### src/rtl/bridge_pkg.sv
// Shared definitions for the AHB-to-APB bridge: controller states, the
// peripheral address map and the one-hot select decode used by both halves.
package bridge_pkg;

  typedef enum logic [2:0] {
    ST_IDLE,
    ST_WWAIT,
    ST_READ,
    ST_WRITE,
    ST_WRITEP,
    ST_RENABLE,
    ST_WENABLE,
    ST_WENABLEP
  } state_t;

  // Peripheral windows are [MAP_SLVn, MAP_SLVn+1); MAP_END closes the last one.
  localparam logic [31:0] MAP_SLV0 = 32'h8000_0000;
  localparam logic [31:0] MAP_SLV1 = 32'h8400_0000;
  localparam logic [31:0] MAP_SLV2 = 32'h8800_0000;
  localparam logic [31:0] MAP_END  = 32'h8C00_0000;

  localparam logic [2:0] SEL_NONE = 3'b000;
  localparam logic [2:0] SEL_SLV0 = 3'b001;
  localparam logic [2:0] SEL_SLV1 = 3'b010;
  localparam logic [2:0] SEL_SLV2 = 3'b100;

  function automatic logic [2:0] decode_sel(input logic [31:0] addr);
    logic [2:0] sel;
    sel = SEL_NONE;
    if (addr >= MAP_SLV0 && addr < MAP_SLV1)      sel = SEL_SLV0;
    else if (addr >= MAP_SLV1 && addr < MAP_SLV2) sel = SEL_SLV1;
    else if (addr >= MAP_SLV2 && addr < MAP_END)  sel = SEL_SLV2;
    return sel;
  endfunction

endpackage

### src/rtl/apb_controller.sv
// APB-side engine of the AHB-to-APB bridge: sequences SETUP/ACCESS phases from
// the front end's pipelined copies and stalls the AHB master via hready_out.
module apb_controller
  import bridge_pkg::*;
#(
  parameter int ADDR_W = 32,
  parameter int DATA_W = 32,
  parameter int NSEL   = 3
) (
  input  logic              hclk,
  input  logic              hresetn,
  input  logic              valid,
  input  logic              hwrite,
  input  logic              hwrite_reg,
  input  logic [ADDR_W-1:0] haddr,
  input  logic [ADDR_W-1:0] haddr1,
  input  logic [ADDR_W-1:0] haddr2,
  input  logic [DATA_W-1:0] hwdata,
  input  logic [DATA_W-1:0] hwdata1,
  output logic [NSEL-1:0]   pselx,
  output logic              penable,
  output logic              pwrite,
  output logic [ADDR_W-1:0] paddr,
  output logic [DATA_W-1:0] pwdata,
  output logic              hready_out
);

  state_t            state, next_state;
  logic [ADDR_W-1:0] setup_addr;
  logic [DATA_W-1:0] setup_data;

  // NOTE: sequential state uses non-blocking assignments so every flop samples pre-edge values.
  always_ff @(posedge hclk or negedge hresetn) begin
    if (!hresetn) state <= ST_IDLE;
    else          state <= next_state;
  end

  // NOTE: next_state is defaulted before the case so no path leaves it unassigned (no latch).
  always_comb begin
    next_state = state;
    case (state)
      ST_IDLE, ST_RENABLE, ST_WENABLE: begin
        if (valid && !hwrite)     next_state = ST_READ;
        else if (valid && hwrite) next_state = ST_WWAIT;
        else                      next_state = ST_IDLE;
      end
      ST_WWAIT:    next_state = valid ? ST_WRITEP : ST_WRITE;
      ST_READ:     next_state = ST_RENABLE;
      ST_WRITE:    next_state = valid ? ST_WENABLEP : ST_WENABLE;
      ST_WRITEP:   next_state = ST_WENABLEP;
      ST_WENABLEP: begin
        if (!hwrite_reg) next_state = ST_READ;
        else if (valid)  next_state = ST_WRITEP;
        else             next_state = ST_WRITE;
      end
      default:     next_state = ST_IDLE;
    endcase
  end

  // Leaving WENABLEP the next transfer is two address stages back and its data one
  // stage back; otherwise a read uses the live address and a write the one-cycle-old one.
  always_comb begin
    setup_addr = haddr;
    setup_data = hwdata;
    if (state == ST_WENABLEP) begin
      setup_addr = haddr2;
      setup_data = hwdata1;
    end else if (next_state != ST_READ) begin
      setup_addr = haddr1;
    end
  end

  always_ff @(posedge hclk or negedge hresetn) begin
    if (!hresetn) begin
      pselx      <= '0;
      penable    <= 1'b0;
      pwrite     <= 1'b0;
      paddr      <= '0;
      pwdata     <= '0;
      hready_out <= 1'b1;
    end else begin
      case (next_state)
        ST_IDLE, ST_WWAIT: begin
          pselx      <= '0;
          penable    <= 1'b0;
          hready_out <= 1'b1;
        end
        ST_READ: begin
          paddr      <= setup_addr;
          pselx      <= NSEL'(decode_sel(32'(setup_addr)));
          pwrite     <= 1'b0;
          penable    <= 1'b0;
          hready_out <= 1'b0;
        end
        ST_WRITE, ST_WRITEP: begin
          paddr      <= setup_addr;
          pwdata     <= setup_data;
          pselx      <= NSEL'(decode_sel(32'(setup_addr)));
          pwrite     <= 1'b1;
          penable    <= 1'b0;
          hready_out <= 1'b0;
        end
        default: begin
          // ACCESS phase: select, address, direction and data are held from SETUP.
          penable    <= 1'b1;
          hready_out <= 1'b1;
        end
      endcase
    end
  end

endmodule

### config.mk
export PLATFORM = sky130hd
export DESIGN_NAME = apb_controller
export DESIGN_NICKNAME = d
export VERILOG_FILES = /design/src/rtl/bridge_pkg.sv /design/src/rtl/apb_controller.sv
export SDC_FILE = /design/constraint.sdc
export NUM_CORES = 1
export LEC_CHECK = 0
export ABC_CLOCK_PERIOD_IN_PS = 4500
export CAP_MARGIN = 20
export CORE_MARGIN = 2
export CORE_UTILIZATION = 40
export DETAILED_ROUTE_END_ITERATION = 8
export PLACE_DENSITY = 0.85
export SLEW_MARGIN = 20
export SYNTH_ARGS = -nofsm -noshare
export SYNTH_HDL_FRONTEND = slang
export SYNTH_SLANG_ARGS = --single-unit
### constraint.sdc
create_clock -name hclk -period 4.5 [get_ports hclk]
set_clock_uncertainty 0.1 [all_clocks]
set_input_delay 1.35 -clock hclk [delete_from_list [all_inputs] [get_ports hclk]]
set_output_delay 1.35 -clock hclk [all_outputs]
set_load 0.01 [all_outputs]
==> flow_metrics.tcl <==
set metrics [dict create \
    comb_power_share 0.554 \
    syn-cell-area_um2 3910 \
    intPower_w 0.00245 \
    postCtsSetupBuffers 0 \
    critPathTopFamily "buffers and inverters" \
    ys_ff_latch 73 \
    cp_max_fo 28 \
    dpl_worst_slack_ns 0.738 \
    ys_warn_count 0 \
    synth_cells 388 \
    fin_cells 746 \
    start_kind "primary input" \
    dp_hpwl_um 9470 \
    tritoncts "yes" \
    critPathArrivalTime_ns 3.60 \
    worst-setup-path-type "primary input to register" \
    avgSynthCellArea_um2 10.1 \
    fp.dieH_um 103 \
    multi_input_area_um2 1900 \
    cellLeakagePower_nw 2.76 \
    synth_edf_count 0 \
    final_common_cell "clkdlybuf4s50_1" \
    cts_sinks 73 \
    grt_overflow 0 \
    synth_async_sr_flop_share 1.00 \
    nFillCells 752 \
    seq_area_frac_synth 0.468 \
    rsz0062_at_grt "false" \
    path_clk_slew_ns 0.08 \
    start_util 0.406 \
    via_per_inst 5.09 \
    tightest_slew_ns 0.936 \
    post-route-drc-count 0 \
    crit_chain "clkdlybuf4s50_1 > nor3b_1 > o211ai_2 > nand2_2 > buf_12 > mux2i_1 > a21oi_1 > o31ai_1" \
    antennaDiodeCount 0 \
    synth_nets 553 \
    die_x_um 103 \
    drive_gt1_frac 0.0587 \
    power.density_nw_per_um2 609 \
    clockBufferDepth 2 \
    max_cap_viol_count 0 \
    final_core_utilization 0.678 \
    fin_area_um2 6530 \
    rr_endpoint "pselx[0]" \
    finalHoldViolCount 0 \
    wl_per_cell_um 16.9 \
    fmax_mhz 289 \
    cpPeakStageDelay_ns 0.62 \
    clockPowerShare 0.144 \
    swShare 0.385 \
    holdPathEnd "pwdata[11]" \
    drt-pass1-iter-count 4 \
    hp-start "pwdata[11]" \
    cts_root_buffer "clkbuf_8" \
    ctsHoldBuffers 0 \
    slew_viol_final 0 \
    crit_path_end_kind "register" \
    max_slew_margin 0.376 \
    cts_made_buffers 9 \
    synth_cell_type_count 41 \
    core_area_um2 9640 \
    grt_max_degree 74 \
    slowest_stage "clkdlybuf4s50_1" \
    antenna_found_initial 0 \
    rrSetupSlack_ns 2.00 \
    gp_congestion 0.920 \
    seq_power_share 0.302 \
    switchingPower_w 0.00153 \
    drt_iter0_markers 73 \
    finalSetupViolations 0 \
    final_cell_mix "233 x clkdlybuf4s50_1, 72 x dfrtp_1, 60 x mux2i_1" \
    synthFlopType "dfrtp_1" \
    vias 3794 \
    vdd_drop_max_mv 0.302 \
    drt-total-wl_um 12600 \
    postCtsResizedCells 0 \
    reg2reg_from "state[0]" \
    fp-row-count 36 \
    critPathBufInv 2 \
    dieArea_um2 10600 \
    grt_first_pass_wirelength_um 18600 \
    regArea_um2 1830 \
    dp_cells 730 \
    r2r_cells 7 \
    grt_usage 0.228 \
    nets 773 \
    io_buffers 234 \
    worst-path-stages 8 \
    htree_levels 3 \
    ant_nets 0 \
    grt_pass1_vias 3668 \
    setup_tns_ns 0 \
    ios 235 \
    worst-endpoint-required_ns 4.64 \
    min_path_type "register to register" \
    clock_latency_ns 0.33 \
    period_share 0.768 \
    status "finished clean" \
    worstHoldPathCells 2 \
    area_growth_pct 67.1 \
    dpl-instance-area_um2 6310 \
    layout_min_cycle_time_ns 3.45 \
    worst_slack_ns 1.05 \
]
## area by class of cell
class                      count  share of cell area
multi-input combinational    282               0.291
clock buffer                   9              0.0190
sequential                    73               0.280
tap                          133              0.0255
timing repair buffer         240               0.369
inverter                       2             0.00115
clock inverter                 7              0.0144
## stage by stage
stage          power (W)  hold slack (ns)
4_1_cts          0.00401            0.384
6_report         0.00398            0.380
3_5_place_dp     0.00342            0.365
3_3_place_gp     0.00334            0.360
5_1_grt          0.00424            0.394
2_1_floorplan    0.00242            0.412
## flip-flops by register name, indices dropped and copies added, names as in the netlist
signal and flops:
paddr 32, pwdata 32, pselx 3, state 3
hready_out 1, penable 1, pwrite 1
## cell usage after synthesis, drive strengths merged (2+ instances only)
master,number,area (um^2)
mux2i,60,601
clkbuf,13,48.8
a21o,28,210
o21ai,40,200
nand2b,4,25.0
nor2,30,113
nor3,3,15.0
o31ai,3,27.5
a21oi,7,38.8
o221ai,2,17.5
a211oi,30,225
buf,18,148
and3,2,12.5
nand2,54,205
inv,2,7.51
o211ai,2,20.0
dfrtp,72,1800
nor2b,2,12.5
## power by group through the flow
stage	Clock, W	Sequential [W]	Combinational [W]
detailed placement	0	0.00121	0.00221
global placement	0	0.00119	0.00215
CTS	0.000588	0.00120	0.00222
finish	0.000573	0.00120	0.00220
global route	0.000613	0.00124	0.00239
floorplan	0	0.00129	0.00113
## routing by layer
layer  share of wire  global-route usage
met2            0.49               0.403
met3            0.10              0.0732
met4           0.019              0.0810
met1            0.39               0.260
met5               0                   0
## worst max path at each step
stage	from	end	slack, ns
floorplan	valid	paddr[10]	1.57
global placement	valid	pselx[0]	0.82
detailed placement	valid	pselx[0]	0.74
CTS	valid	pselx[0]	1.07
global route	valid	pselx[0]	0.94
finish	valid	pselx[0]	1.05
## worst min-delay path: stages, from the launching register on
cell and delay, ns:
dfrtp_1 0.34, nand2_1 0.04, o21ai_0 0.06
## cell families (layout without fill, tap and decap cells)
group | count (synthesis) | in the layout | synth area share
buffers and inverters | 33 | 258 | 0.0522
AND/OR/NAND/NOR | 101 | 101 | 0.110
AO/OA/AOI/OAI | 120 | 120 | 0.214
flip-flops | 73 | 73 | 0.468
adder cells (fa/ha/maj) | 1 | 1 | 0.00256
multiplexers | 60 | 60 | 0.154
Power figures use the tool's default switching activity.
